File: config.mk
export PLATFORM = sky130hd
export DESIGN_NAME = rca_32
export DESIGN_NICKNAME = d
export VERILOG_FILES = /design/src/rtl/rca_32.sv
export SDC_FILE = /design/constraint.sdc
export NUM_CORES = 1
export LEC_CHECK = 0
export BUFFER_PORTS_ARGS = -buffer_cell sky130_fd_sc_hd__buf_2
export CORE_MARGIN = 10
export CORE_UTILIZATION = 34
export CTS_CLUSTER_SIZE = 24
export DETAILED_ROUTE_END_ITERATION = 10
export PLACE_DENSITY = 0.67
export SLEW_MARGIN = 40
export SYNTH_ARGS = -nofsm -noshare
export SYNTH_HDL_FRONTEND = slang
export SYNTH_SLANG_ARGS = --single-unit
export TNS_END_PERCENT = 30
File: constraint.sdc
create_clock -name clk -period 39.6 [get_ports clk]
set_input_delay 3.96 -clock clk [delete_from_list [all_inputs] [get_ports clk]]
set_output_delay 3.96 -clock clk [all_outputs]
set_load 0.02 [all_outputs]
File: src/rtl/rca_32.sv
// Registered ripple-carry adder: {cout, sum} = A + B + cin, one cycle after sampling.
// The carry chain is built bit by bit from full-adder cells so no lookahead logic is inferred.
module rca_32 #(
  parameter int unsigned WIDTH = 32
) (
  input  logic             clk,
  input  logic             rst,
  input  logic [WIDTH-1:0] A,
  input  logic [WIDTH-1:0] B,
  input  logic             cin,
  output logic [WIDTH-1:0] sum,
  output logic             cout
);

  logic [WIDTH:0]   carry;
  logic [WIDTH-1:0] sum_comb;

  logic [WIDTH-1:0] sum_d, sum_q;
  logic             cout_d, cout_q;

  assign carry[0] = cin;

  for (genvar i = 0; i < WIDTH; i++) begin : g_fa
    assign sum_comb[i]  = A[i] ^ B[i] ^ carry[i];
    assign carry[i + 1] = (A[i] & B[i]) | (A[i] & carry[i]) | (B[i] & carry[i]);
  end

  // Reset overrides the freshly computed result so no stale sum survives it.
  always_comb begin
    sum_d  = sum_comb;
    cout_d = carry[WIDTH];
    if (rst) begin
      sum_d  = '0;
      cout_d = 1'b0;
    end
  end

  always_ff @(posedge clk) begin
    sum_q  <= sum_d;
    cout_q <= cout_d;
  end

  assign sum  = sum_q;
  assign cout = cout_q;

endmodule

==> flow_summary.yaml, run 1 <==
timing:
  worstMarginPinSlew_ns: 0.559
  rsz0062_at_grt: "no"
  min_period_ns: 16.48
  whs_ns: 4.05
  fin_crit_sh: 0.416
  hold_viol: 0
  finalSetupViolations: 0
  slew_violations: 0
  slew_headroom: 0.627
  fmax_mhz: 60.7
  tns_ns: 0
setup_path:
  worstPathRequired_ns: 39.81
  slowest_delay_ns: 0.42
  critPathTopFamily: "adder cells"
  end_kind: "flop"
  slowest_stage: "fa_1"
  path_max_fanout: 1
  path_common_cell: "fa_1"
  cp_num_buf_inv: 4
  cp-start-kind: "primary input"
  arrival_ns: 16.69
  crit_type: "in -> reg"
power_and_ir_drop:
  power_leakage_nw: 1.08
  vdd_drop_max_uv: 13.2
  p_per_area_nw_per_um2: 39.9
global_routing:
  first_global_vias: 1232
  grt_usage: 0.0985
  grt_max_degree: 34
  grt_pass1_wl_mm: 5.85
  grt-ovfl-total: 0
  antenna_found_initial: 0
clock_network:
  ctsHoldBuffers: 0
  h-tree-depth: 2
  postCtsSetupRepairBufs: 0
  numCtsBuffers: 5
  clock_sinks: 33
  cts_max_path_buffers: 2
  cts_root_buf: "clkbuf_8"
  clkSlewWorstSetupHoldPaths_ns: 0.06
  cts_tree: "done"
  cts_resized: 0
yosys:
  syn_area_um2: 1550
  synthesis.instances: 108
  yosysSeqAreaShare: 0.426
  synth_area_leaders: "dfxtp_1, fa_1, nor2b_1"
  ys_ff_latch: 33
  synth_top_area_share: 0.426
  synth.yosys.warnings: 0
  ys_types: 6
  syn_nets: 207
  synth_top_area_cell: "dfxtp_1"
  syn_area_per_cell_um2: 14.3
drt:
  firstDrtPassIters: 4
  viasPerCell: 4.03
  vias: 1065
  ant_nets: 0
  wl_per_cell_um: 13.9
  drc: 0
  drt_iter0_markers: 8
  totalWireLength_mm: 3.67
die:
  die_width_um: 87.5
  die_area_um2: 7660
  fp.coreArea_um2: 4380
  initial_core_util: 0.353
  ioPinCount: 100
  rows: 24
  die_y_um: 87.5
placed_design:
  dp_hpwl_mm: 3.29
  gp_congestion: 0.682
  io_buffers: 99
job:
  maxCapViolCount: 0
final_layout:
  layout_commonest_cell: "buf_2"
  drive_above_1_share: 0.500
  antenna_cells: 0
  final_cell_mix: "buf_2, dfxtp_1, fa_1"
  fin_nets: 310
  nFillCells: 414
  area_delta_synth_final_pct: 40.1
hold_path:
  hold_path_class: "in -> reg"
outcome:
  outcome: "finished clean"
## worst paths after layout
path                  start      end  slack [ns]  cells past startpoint
worst max-delay path   A[0]  sum[31]       23.12                     37
worst min-delay path  B[11]  sum[11]        4.05                      3
## report_power, final
part / internal (mW) / switching, mW
registers: 0.0375 / 0.000810
clock network: 0.0122 / 0.0114
logic: 0.0110 / 0.0137
## cell type report
type / count / area (µm²) / share of cell area
Clock inverter: 2 / 10.0 / 0.00461
Clock buffer: 6 / 72.6 / 0.0334
Multi-Input combinational cell: 65 / 840 / 0.387
Tap cell: 52 / 65.1 / 0.0300
Timing Repair Buffer: 99 / 495 / 0.228
Inverter: 7 / 26.3 / 0.0121
Sequential cell: 33 / 661 / 0.304
## sequential cells by signal (all words and copies together) (netlist names)
name  flops
sum      32
cout      1
## routing by layer
layer | vias up | part of all wire | track usage
li1 | 519 | - | -
met1 | 490 | 0.33 | 0.105
met2 | 54 | 0.54 | 0.156
met3 | 2 | 0.12 | 0.0571
met4 | 0 | 0.010 | 0.0391
met5 | - | 0 | 0
## logic make-up after synthesis
family / after synthesis / synth area share
adders and majority gates: 32 / 0.414
DFF: 33 / 0.426
and+or+nand+nor: 33 / 0.128
buffers and inverters: 10 / 0.0315
## synthesized netlist by cell type (all sizes together)
cell type,n
inv,7
nor2,3
nor2b,30
buf,3
fa,32
dfxtp,33
## per-stage QoR
step	instances	utilization	total power, mW	setup WS [ns]	area (µm²)
after global placement	256	0.476	0.0640	22.98	2090
after detailed placement	256	0.476	0.0646	22.81	2090
after CTS	264	0.495	0.0886	23.11	2170
after global routing	264	0.495	0.0931	22.72	2170
after floorplan	108	-	0.0532	23.41	1550
final	264	0.495	0.0866	23.12	2170
(Power assumes the default switching activity.)
==> run 2: changes to the inputs <==
==> constraint.sdc (replaced) <==
create_clock -name clk -period 16.25 [get_ports clk]
set_input_delay 1.625 -clock clk [delete_from_list [all_inputs] [get_ports clk]]
set_output_delay 1.625 -clock clk [all_outputs]
set_load 0.02 [all_outputs]
==> run 2 against run 1 <==
Final cell count stayed put. Clock-buffer cell count stayed put. First-iteration DRC count rose by 38%. Highest routed layer unchanged.
==> flow_summary.yaml, run 2 (synthesis results as in run 1) <==
final_layout:
  fin_area_um2: 2170
  antenna_cells: 0
  nFillCells: 398
  largest_reg_flops: 32
  final_cell_mix: "buf_2, dfxtp_1, fa_1"
  drive_above_1_share: 0.500
  layoutNonFillerInstCount: 264
  fin_util: 0.495
  area_delta_synth_final_pct: 40.1
  layout_commonest_cell: "buf_2"
  fin_nets: 310
clock_network:
  clock_sinks: 33
  cts_max_path_buffers: 2
  ctsHoldBuffers: 0
  numCtsBuffers: 5
  cts_resized: 0
  postCtsSetupRepairBufs: 0
  h-tree-depth: 2
  clkSlewWorstSetupHoldPaths_ns: 0.07
  cts_tree: "done"
  cts_root_buf: "clkbuf_8"
drt:
  drc: 0
  drt_iter0_markers: 11
  vias: 1054
  firstDrtPassIters: 4
  wl_per_cell_um: 13.7
  viasPerCell: 3.99
  totalWireLength_mm: 3.62
  ant_nets: 0
setup_path:
  path_common_cell: "fa_1"
  slowest_stage: "fa_1"
  cp_num_buf_inv: 4
  worstPathRequired_ns: 16.45
  critPathTopFamily: "adder cells"
  slowest_delay_ns: 0.41
  path_max_fanout: 1
  cp-start-kind: "primary input"
  arrival_ns: 14.34
  crit_type: "in -> reg"
  crit_start: "A[0]"
  end_kind: "flop"
timing:
  fmax_mhz: 70.7
  slew_headroom: 0.617
  hold_viol: 0
  min_period_ns: 14.13
  slew_violations: 0
  fin_crit_sh: 0.870
  worstMarginPinSlew_ns: 0.574
  tns_ns: 0
  finalSetupViolations: 0
  whs_ns: 1.72
  worst_slack_ns: 2.12
  rsz0062_at_grt: "no"
die:
  rows: 24
  die_y_um: 87.5
  fp.coreArea_um2: 4380
  die_width_um: 87.5
  ioPinCount: 100
  initial_core_util: 0.353
  die_area_um2: 7660
global_routing:
  use_met3: 0.0506
  grt_pass1_wl_mm: 5.88
  grt_util_met2: 0.166
  grt_max_degree: 34
  grt_usage: 0.0974
  grt-busiest-layer: "met2"
  grt_use_met1: 0.101
  first_global_vias: 1245
  grt-ovfl-total: 0
  antenna_found_initial: 0
power_and_ir_drop:
  p_per_area_nw_per_um2: 96.9
  power_leakage_nw: 1.08
  vdd_drop_max_uv: 45.1
  p_total_mw: 0.210
placed_design:
  dp_hpwl_mm: 3.23
  gp_congestion: 0.682
  io_buffers: 99
  dp_worst_setup_slack_ns: 1.81
  dp_cells: 256
  placed_cell_area_um2: 2090
outcome:
  outcome: "finished clean"
job:
  maxCapViolCount: 0
hold_path:
  worstHoldStart: "B[26]"
  hold_path_class: "in -> reg"
## run 2: final cells by class
class | count | area (µm²) | area share
Inverter | 7 | 26.3 | 0.0121
Tap cell | 52 | 65.1 | 0.0300
Clock buffer | 6 | 72.6 | 0.0334
Multi-Input combinational cell | 65 | 840 | 0.387
Sequential cell | 33 | 661 | 0.304
Clock inverter | 2 | 10.0 | 0.00461
Timing Repair Buffer | 99 | 495 | 0.228
## run 2: final timing paths
check / end / slack (ns) / depth (start not counted)
hold / removal: sum[26] / 1.72 / 3
setup / recovery: sum[31] / 2.12 / 37
## run 2: power breakdown
part / leakage, nW / internal, mW / switching, mW
combinational: 0.759 / 0.0266 / 0.0331
sequential: 0.275 / 0.0915 / 0.00207
clock: 0.0450 / 0.0296 / 0.0274
total: 1.08 / 0.148 / 0.0626
## run 2: metal layers
metal / share of wire / routed length (µm)
met5: 0 / 0
met4: 0.010 / 38
met3: 0.12 / 417
met2: 0.53 / 1940
met1: 0.34 / 1230
